`config.mk`:
```
export PLATFORM = sky130hd
export DESIGN_NAME = bcd_countdown_timer
export DESIGN_NICKNAME = d
export VERILOG_FILES = /design/src/rtl/bcd_countdown_timer.sv
export SDC_FILE = /design/constraint.sdc
export NUM_CORES = 1
export LEC_CHECK = 0
export CAP_MARGIN = 10
export CORE_UTILIZATION = 44
export CTS_CLUSTER_SIZE = 10
export DETAILED_ROUTE_END_ITERATION = 16
export PLACE_DENSITY_LB_ADDON = 0.05
export SYNTH_ARGS = -nofsm -noshare
export SYNTH_HDL_FRONTEND = slang
export SYNTH_SLANG_ARGS = --single-unit
```
`constraint.sdc`:
```
create_clock -name cp_i -period 1.6 [get_ports cp_i]
set_clock_uncertainty 0.05 [all_clocks]
set_input_delay 0.24 -clock cp_i [delete_from_list [all_inputs] [get_ports cp_i]]
set_output_delay 0.24 -clock cp_i [all_outputs]
set_load 0.01 [all_outputs]
```
`src/rtl/bcd_countdown_timer.sv`:
```
`default_nettype none
// ============================================================================
//  Module   : bcd_countdown_timer
//  Brief    : Down-counting BCD mm:ss timer with preset load, pause/resume,
//             expiry DONE pulse and a TICK-timed ALARM level.
//  Revision : 1.0  initial release
// ============================================================================
module bcd_countdown_timer #(
    parameter int MIN_TENS_MAX = 5,
    parameter int ALARM_TICKS  = 8
) (
    input  logic       cp_i,
    input  logic       cr_i,
    input  logic       tick_i,
    input  logic       load_i,
    input  logic       start_i,
    input  logic       stop_i,
    input  logic [3:0] d_mt_i,
    input  logic [3:0] d_mu_i,
    input  logic [3:0] d_st_i,
    input  logic [3:0] d_su_i,
    output logic [3:0] q_mt_o,
    output logic [3:0] q_mu_o,
    output logic [3:0] q_st_o,
    output logic [3:0] q_su_o,
    output logic       busy_o,
    output logic       done_o,
    output logic       alarm_o,
    output logic       err_o
);

    typedef enum logic [1:0] {
        ST_IDLE    = 2'd0,
        ST_RUN     = 2'd1,
        ST_PAUSE   = 2'd2,
        ST_EXPIRED = 2'd3
    } state_t;

    localparam logic [3:0] c_MT_MAX     = 4'(MIN_TENS_MAX);
    localparam logic [3:0] c_ALARM_LAST = 4'(ALARM_TICKS - 1);

    state_t     state_q;
    logic [3:0] mt_q, mu_q, st_q, su_q;
    logic [3:0] mt_d, mu_d, st_d, su_d;
    logic [3:0] alarm_cnt_q;
    logic       busy_q, done_q, alarm_q, err_q;

    logic       w_load_ok;
    logic       w_nonzero;
    logic       w_at_one;

    assign w_load_ok = (d_mt_i <= c_MT_MAX) && (d_mt_i <= 4'd9) && (d_mu_i <= 4'd9)
                    && (d_st_i <= 4'd5) && (d_su_i <= 4'd9);
    assign w_nonzero = |{mt_q, mu_q, st_q, su_q};
    assign w_at_one  = (mt_q == 4'd0) && (mu_q == 4'd0) && (st_q == 4'd0) && (su_q == 4'd1);

    // One-second borrow chain: SU wraps to 9, ST to 5, MU to 9, MT just decrements.
    always_comb begin
        su_d = su_q - 4'd1;
        st_d = st_q;
        mu_d = mu_q;
        mt_d = mt_q;
        if (su_q == 4'd0) begin
            su_d = 4'd9;
            if (st_q == 4'd0) begin
                st_d = 4'd5;
                if (mu_q == 4'd0) begin
                    mu_d = 4'd9;
                    mt_d = mt_q - 4'd1;
                end else begin
                    mu_d = mu_q - 4'd1;
                end
            end else begin
                st_d = st_q - 4'd1;
            end
        end
    end

    always_ff @(posedge cp_i) begin
        if (cr_i) begin
            state_q     <= ST_IDLE;
            mt_q        <= 4'd0;
            mu_q        <= 4'd0;
            st_q        <= 4'd0;
            su_q        <= 4'd0;
            alarm_cnt_q <= 4'd0;
            busy_q      <= 1'b0;
            done_q      <= 1'b0;
            alarm_q     <= 1'b0;
            err_q       <= 1'b0;
        end else begin
            done_q <= 1'b0;
            err_q  <= 1'b0;
            // Only the highest-priority asserted control acts; lower ones (incl. TICK) are dropped.
            if (load_i) begin
                if (w_load_ok) begin
                    mt_q        <= d_mt_i;
                    mu_q        <= d_mu_i;
                    st_q        <= d_st_i;
                    su_q        <= d_su_i;
                    state_q     <= ST_IDLE;
                    busy_q      <= 1'b0;
                    alarm_q     <= 1'b0;
                    alarm_cnt_q <= 4'd0;
                end else begin
                    err_q <= 1'b1;
                end
            end else if (stop_i) begin
                if (state_q == ST_RUN) begin
                    state_q <= ST_PAUSE;
                    busy_q  <= 1'b0;
                end
            end else if (start_i) begin
                if ((state_q == ST_IDLE || state_q == ST_PAUSE) && w_nonzero) begin
                    state_q <= ST_RUN;
                    busy_q  <= 1'b1;
                end
            end else if (tick_i) begin
                case (state_q)
                    ST_RUN: begin
                        mt_q <= mt_d;
                        mu_q <= mu_d;
                        st_q <= st_d;
                        su_q <= su_d;
                        if (w_at_one) begin
                            state_q     <= ST_EXPIRED;
                            busy_q      <= 1'b0;
                            done_q      <= 1'b1;
                            alarm_q     <= 1'b1;
                            alarm_cnt_q <= 4'd0;
                        end
                    end
                    ST_EXPIRED: begin
                        if (alarm_cnt_q == c_ALARM_LAST) begin
                            alarm_cnt_q <= 4'd0;
                            alarm_q     <= 1'b0;
                            state_q     <= ST_IDLE;
                        end else begin
                            alarm_cnt_q <= alarm_cnt_q + 4'd1;
                        end
                    end
                    default: ;
                endcase
            end
        end
    end

    assign q_mt_o  = mt_q;
    assign q_mu_o  = mu_q;
    assign q_st_o  = st_q;
    assign q_su_o  = su_q;
    assign busy_o  = busy_q;
    assign done_o  = done_q;
    assign alarm_o = alarm_q;
    assign err_o   = err_q;

endmodule
`default_nettype wire

```
# Yosys cells after proc, flatten, opt, wreduce, memory -nomap -nowiden

Index checks and enable logic that the tools add are counted.

Word-level logic and storage cells: 141
Register bits: 26
Input bits: 22

Multiplexer cells: 69
Bitwise gates (word level): 3
Magnitude comparators: 5
Reductions and logical operators: 35
$add $sub $neg: 5
Eq/ne operators: 14

Operators with widths:

| kind                  | number |
|---|---|
| $mux W4               | 40 |
| $reduce_and A7 Y1     | 3 |
| $mux W2               | 9 |
| $reduce_and A6 Y1     | 3 |
| $mux W1               | 17 |
| $logic_not A4 Y1      | 4 |
| $reduce_or A16 Y1     | 1 |
| $sub A4 B1 Y4 const B | 4 |
| $le A4 B4 Y1 const B  | 3 |
| $reduce_bool A4 Y1    | 3 |
| $ne A5 B5 Y1 const B  | 2 |
| $reduce_bool A2 Y1    | 5 |
| $le A4 B3 Y1 const B  | 2 |
| $logic_and A1 B1 Y1   | 8 |
| $pmux W4 S2           | 1 |
| $reduce_and A8 Y1     | 1 |
| $ne A3 B3 Y1 const B  | 2 |
| $reduce_bool A3 Y1    | 2 |
| $reduce_or A6 Y1      | 1 |
| $reduce_and A5 Y1     | 1 |
| $add A4 B1 Y4 const B | 1 |
| $eq A2 B2 Y1 const B  | 2 |
| $eq A4 B1 Y1 const B  | 1 |
| $eq A4 B3 Y1 const B  | 1 |
| 11 further kinds      | 14 |

# Depth between registers and ports, before layout

Gate-level depths: netlist of the first run.

Depth after elaboration: 10
Mapped depth: 7
Mapped depth without buffers: 7

# Worst setup path after synthesis of the first run

Ideal clock, no wire load.

Kind: register to register
Start point: register mt_q[0], in the netlist q_mt_o[0]
End point: register alarm_q, in the netlist alarm_o
Path slack: -239 ps
Arrival: 1,656 ps
Cell stages (with the launch flop): 8
Buffers on the path: 0
Path through: dfxtp_1 inv_1 ha_1 nor3b_1 nand4_2 a211o_1 a211oi_1 nor3_1

Word-level cells in the longest chain between the ends: 6

RTL lines:

| item                               | line | source |
|---|---|---|
| from (decl)                        | 43   | `logic [3:0] mt_q, mu_q, st_q, su_q;` |
| from (signal assigned)             | 97   | `mt_q <= d_mt_i;` |
| from (signal assigned)             | 121  | `mt_q <= mt_d;` |
| $logic_not A4 Y1                   | 55   | `assign w_at_one = (mt_q == 4'd0) && (mu_q == 4'd0) && (st_q == 4'd0) && (su_q == 4'd1);` |
| $logic_and A1 B1 Y1 (3 in series)  | 55   |  |
| $ne A3 B3 Y1 (no source line)      | -    |  |
| $reduce_and A7 Y1 (no source line) | -    |  |
| to (signal assigned)               | 89   | `alarm_q <= 1'b0;` |
| to (signal assigned)               | 103  | `alarm_q <= 1'b0;` |
| to (signal assigned)               | 129  | `alarm_q <= 1'b1;` |
| to (decl)                          | 46   | `logic busy_q, done_q, alarm_q, err_q;` |

No other way between the ends.
A chain may end at the register's enable or synchronous reset.

# Worst setup path in the final report of the first run

Start point: register su_q[2], in the netlist q_su_o[2]
End point: register alarm_cnt_q[3]

Word-level cells in the longest chain between the ends: 4

RTL lines:

| item                               | line | source |
|---|---|---|
| from (decl)                        | 43   |  |
| from (signal assigned)             | 100  | `su_q <= d_su_i;` |
| from (signal assigned)             | 124  | `su_q <= su_d;` |
| $eq A4 B1 Y1                       | 55   |  |
| $logic_and A1 B1 Y1                | 55   |  |
| $ne A3 B3 Y1 (no source line)      | -    |  |
| $reduce_and A6 Y1 (no source line) | -    |  |
| to (signal assigned)               | 139  | `alarm_cnt_q <= alarm_cnt_q + 4'd1;` |
| to (decl)                          | 45   | `logic [3:0] alarm_cnt_q;` |

No other way between the ends.

==> results.cfg, run 1 <==
[layout]
synthToLayoutAreaGrowth_pct = 71.6
drive_above_1_share_pct = 44.8
num_antenna_cells = 0
postLayoutCoreUtil_pct = 79.0
final_nets = 335

[grt]
track_usage_pct = 28.8
grt_pass1_wl_mm = 9.26
antenna_found_initial = 0
grt_max_degree = 23
overflow = 0
grt_pass1_vias = 2040

[timing]
hold_violations = 0
setup_viol = 16
worstMarginPinSlew_ps = 370
finalMaxSlewViolations = 0
layout_setup_ws_ps = -194
fmax_ghz = 0.557
max-slew-margin-rel_pct = 75.0
tns_ps = -1620
rsz0062_at_grt = true
finalCritPeriodShare_pct = 112
min_period_ps = 1790

[yosys]
yosysTopAreaCell = dfxtp_1
syn_area_per_cell_um2 = 8.27
netlist_area_um2 = 1690
synth_top_cell_area_share_pct = 30.9
yosysSeqAreaShare_pct = 30.9
ys_top_cells_by_area = dfxtp_1 (31%), nand2_1 (5.6%), a21oi_1 (5.3%), nor2_1 (4.5%), o21ai_0 (4.2%)
ys_warn_count = 0
synth_top_flop_cell = dfxtp_1
yosys_register_bits = 26
syn_inst = 204
synth_edf_count = 0
synth_commonest_cells = dfxtp_1 (26), nand2_1 (25), nor2_1 (20), a21oi_1 (18), o21ai_0 (14)
ys_types = 57
synth_nets = 229
yosysMostFrequentCell = dfxtp_1
async_flop_share_pct = 0

[critical_path]
r2r_cells = 6
r2r_start = q_su_o[2]$_SDFFE_PP0P_
startpoint_type = register
path_class = register to register
cp.arrival_ps = 1910
end_kind = register
crit_fanout = 4
ff2ff_setup_slack_ps = -190
rr_endpoint = alarm_cnt_q[3]$_SDFFE_PP0P_
critical_path_required_ps = 1710
cp-startpoint = q_su_o[2]$_SDFFE_PP0P_

[route]
drt_iter0_drc = 103
ant_nets = 0
viasPerCell = 5.74
drt_first_pass_iters = 4
drc = 0
routedWlPerCell_um = 16.7
via_count = 2043
drt-total-wl_mm = 5.96

[die]
ios = 42
rows = 22
die_area_um2 = 4090
die_w_um = 63.9
core_area_um2 = 3660
start_util_pct = 46.1
die_h_um = 63.9

[pwr]
power_leakage_nw = 1.21
power_density_nw_per_um2 = 490
max-vdd-ir-drop_uv = 427

[place]
gp_congestion = 0.911
dpl_worst_slack_ps = -575
hpwl_mm = 4.28
port_buffers = 41

[cts]
numClockSinks = 26
clock_latency_ps = 270
cts_tree = done
clockRootBuffer = clkbuf_8
htreeDepth = 1
cts_buffers = 3
clk_path_buf_depth = 2
clk_pin_slew_ps = 90

[hold_path]
holdCritPathClass = input pin to register
holdCritStartpoint = d_mt_i[1]
min_delay_worst_endpoint = q_mt_o[1]$_SDFFE_PP0P_
hold_path_depth = 3

[run_status]
status = complete, but fails checks
violations = negative setup slack

[run]
cap_violations = 0
layout by cell type (no fill, tap or decap), types with 5 or more instances in the layout:
cell / n
o21ai_1: 6
nor2_1: 18
dlygate4sd2_1: 14
buf_6: 8
mux2i_1: 5
buf_4: 58
o211ai_1: 5
nand2_1: 23
nor3_1: 6
nand3_1: 9
clkdlybuf4s50_1: 19
a21oi_1: 11
dfxtp_2: 15
dfxtp_1: 10
inv_1: 5
o21ai_0: 7
a21oi_2: 6
worst max path at each step:
stage	slack, ps	cells past startpoint	to
after floorplan	-80	7	alarm_cnt_q[3]$_SDFFE_PP0P_
after global placement	-520	6	q_mt_o[2]$_SDFFE_PP0P_
after detailed placement	-570	7	state_q[1]$_SDFFE_PP0P_
after CTS	-190	6	alarm_o$_SDFFE_PP0P_
after global routing	-280	7	state_q[1]$_SDFFE_PP0P_
final	-190	6	alarm_cnt_q[3]$_SDFFE_PP0P_
layer usage:
metal	track usage (%)	share of wire, %
met5	0	0
met4	9.66	2.0
met3	2.86	3.6
met2	54.4	52
met1	33.4	42
metrics by stage:
stage / instance area [µm²] / hold WS, ps / std cells / power (mW)
2_1_floorplan: 1720 / 344 / 204 / 0.826
3_3_place_gp: 2570 / 398 / 344 / 0.995
3_5_place_dp: 2570 / 416 / 344 / 1.00
4_1_cts: 2710 / 406 / 350 / 1.39
5_1_grt: 2890 / 317 / 356 / 1.47
6_report: 2890 / 314 / 356 / 1.42
worst max-delay path, cell delays in order, from the launching register on:
cell     delay (ps)
dfxtp_2         340
buf_6           110
nor4b_4         300
nand4_2         220
a211o_1         380
a22oi_2         190
o32ai_1          90
what timing repair did:
action                     CTS  global route
setup endpoints to repair   34            27
buffers inserted             4             6
hold buffers                 0             0
pin swaps                   17            22
gates resized for setup     60            37
hold endpoints to repair     0             0
flip-flops by register name, indices dropped and copies added (netlist names):
signal       flops
done_o           1
q_mu_o           4
busy_o           1
alarm_o          1
q_st_o           4
state_q          2
q_mt_o           4
q_su_o           4
err_o            1
alarm_cnt_q      4
report_power, final:
| group | total (mW) | switching (mW) | internal (mW) | leakage (nW) |
|---|---|---|---|---|
| combinational | 0.367 | 0.184 | 0.183 | 0.973 |
| clock | 0.384 | 0.215 | 0.169 | 0.0216 |
| sequential | 0.668 | 0.0109 | 0.658 | 0.218 |
kinds of logic after synthesis:
| kind of cell | synth area share [%] |
|---|---|
| AO/OA/AOI/OAI | 29.0 |
| buffers and inverters | 4.30 |
| flip-flops | 30.9 |
| multiplexers | 3.64 |
| adder cells (fa/ha/maj) | 2.23 |
| AND/OR/NAND/NOR | 30.0 |
final cells by class:
class | instances | area (µm²)
clock buffer | 3 | 41.3
fill | 241 | 767
inverter | 8 | 30.0
multi-input combinational | 164 | 1300
sequential | 26 | 543
tap | 48 | 60.1
timing repair buffer | 107 | 923
Note: power is estimated with default switching activity, not from simulation.
==> run 2, diff against run 1 <==
- SKIP_CTS_REPAIR_TIMING: unset -> 1
==> run 2 against run 1 <==
Clock power is essentially flat. Via count down 1.9%. Core utilization decreased by 1.6 points. Power is 0.96% lower. Flip-flop and latch count stayed put. Cell area is 2.0% lower. Largest cell class unchanged. The run still ends with negative setup slack left. Worst hold slack gained 20 ps.
==> results.cfg, run 2 (synthesized netlist as in run 1, its figures left out) <==
[grt]
antenna_found_initial = 0
grt_pass1_vias = 1962
grt_pass1_wl_mm = 8.75
track_usage_pct = 27.0
grt_max_degree = 23
overflow = 0

[pwr]
swShare_pct = 28.2
power_frac_comb_pct = 25.3
max-vdd-ir-drop_uv = 438
total_power_mw = 1.41
power_density_nw_per_um2 = 496
seqPwrFrac_pct = 47.6
p_int_mw = 1.01
pwr-share-clk_pct = 27.1
power_leakage_nw = 1.34
p_switching_mw = 0.396

[run_status]
status = complete, but fails checks
violations = negative setup slack

[place]
port_buffers = 41
gp_congestion = 0.911
placed_cell_area_um2 = 2570
hpwl_mm = 4.28

[route]
drc = 0
drt-total-wl_mm = 5.77
drt_first_pass_iters = 4
ant_nets = 0
viasPerCell = 5.73
routedWlPerCell_um = 16.5
drt_iter0_drc = 90
via_count = 2004

[critical_path]
path_class = register to register
crit_path_end = alarm_cnt_q[3]$_SDFFE_PP0P_
ff2ff_setup_slack_ps = -230
startpoint_type = register
cp-startpoint = q_su_o[2]$_SDFFE_PP0P_
crit_fanout = 4
end_kind = register
critical_path_required_ps = 1710
r2r_start = q_su_o[2]$_SDFFE_PP0P_
rr_endpoint = alarm_cnt_q[3]$_SDFFE_PP0P_
r2r_cells = 6
cp.arrival_ps = 1940

[layout]
fin_area_um2 = 2840
synthToLayoutAreaGrowth_pct = 68.1
final_cell_mix = buf_4 (57), nand2_1 (24), dlymetal6s2s_1 (21), clkdlybuf4s50_1 (20)
final_nets = 329
final_common_cell = buf_4
num_antenna_cells = 0
drive_above_1_share_pct = 41.4

[die]
core_area_um2 = 3660
die_area_um2 = 4090
die_h_um = 63.9
ios = 42
start_util_pct = 46.1
die_w_um = 63.9
rows = 22

[cts]
clk_path_buf_depth = 2
clockRootBuffer = clkbuf_8
cts_buffers = 3
clock_latency_ps = 270
htreeDepth = 1
cts_tree = done
clk_pin_slew_ps = 90
numClockSinks = 26

[timing]
min_period_ps = 1830
max-slew-margin-rel_pct = 74.1
hold_violations = 0
finalCritPeriodShare_pct = 114
fmax_ghz = 0.548
rsz0062_at_grt = true
layout_setup_ws_ps = -226
worstMarginPinSlew_ps = 382
finalMaxSlewViolations = 0
setup_viol = 19

[run]
cap_violations = 0

[hold_path]
holdCritPathClass = input pin to register
run 2: power groups by stage:
stage	clock (mW)	sequential, mW	combinational, mW
after global routing	0.405	0.670	0.379
after CTS	0.389	0.668	0.324
after detailed placement	0	0.683	0.322
after floorplan	0	0.691	0.135
final	0.381	0.669	0.355
after global placement	0	0.682	0.314
run 2: routing by layer:
| layer | up-vias | share of wire [%] | global-route usage [%] |
|---|---|---|---|
| li1 | 961 | - | - |
| met1 | 981 | 42 | 32.2 |
| met2 | 48 | 53 | 50.4 |
| met3 | 14 | 2.9 | 2.68 |
| met4 | 0 | 2.1 | 7.95 |
| met5 | - | 0 | 0 |
run 2: worst min-delay path by stage:
| stage | slack [ps] | from | cells past startpoint | endpoint |
|---|---|---|---|---|
| after global placement | 400 | busy_o$_SDFFE_PP0P_ | 2 | busy_o$_SDFFE_PP0P_ |
| after floorplan | 340 | start_i | 2 | busy_o$_SDFFE_PP0P_ |
| after detailed placement | 420 | busy_o$_SDFFE_PP0P_ | 2 | busy_o$_SDFFE_PP0P_ |
| final | 330 | d_mu_i[1] | 4 | q_mu_o[1]$_SDFFE_PP0P_ |
| after CTS | 430 | busy_o$_SDFFE_PP0P_ | 2 | busy_o$_SDFFE_PP0P_ |
| after global routing | 390 | d_mu_i[1] | 4 | q_mu_o[1]$_SDFFE_PP0P_ |
run 2: critical path: stages, from the launching register on:
cell and delay, ps:
dfxtp_2 350, buf_6 120, nor4b_4 310, nand4_2 220, a211o_1 390, a22oi_2 190, o32ai_1 90
run 2: metrics by stage:
stage               std cells  hold WS, ps  utilization (%)  setup slack, ps  TNS [ps]
floorplan                 204          344                -            -78.2      -326
global placement          344          398             70.2             -523    -11190
global route              350          385             77.4             -322     -3400
CTS                       347          429             71.4             -281     -5500
finish                    350          334             77.4             -226     -1800
detailed placement        344          416             70.2             -575    -12070
run 2: final cells by class:
cell class	count	area, µm²
Multi-Input combinational cell	164	1240
Timing Repair Buffer	101	925
Fill cell	261	826
Sequential cell	26	541
Tap cell	48	60.1
Clock buffer	3	41.3
Inverter	8	30.0
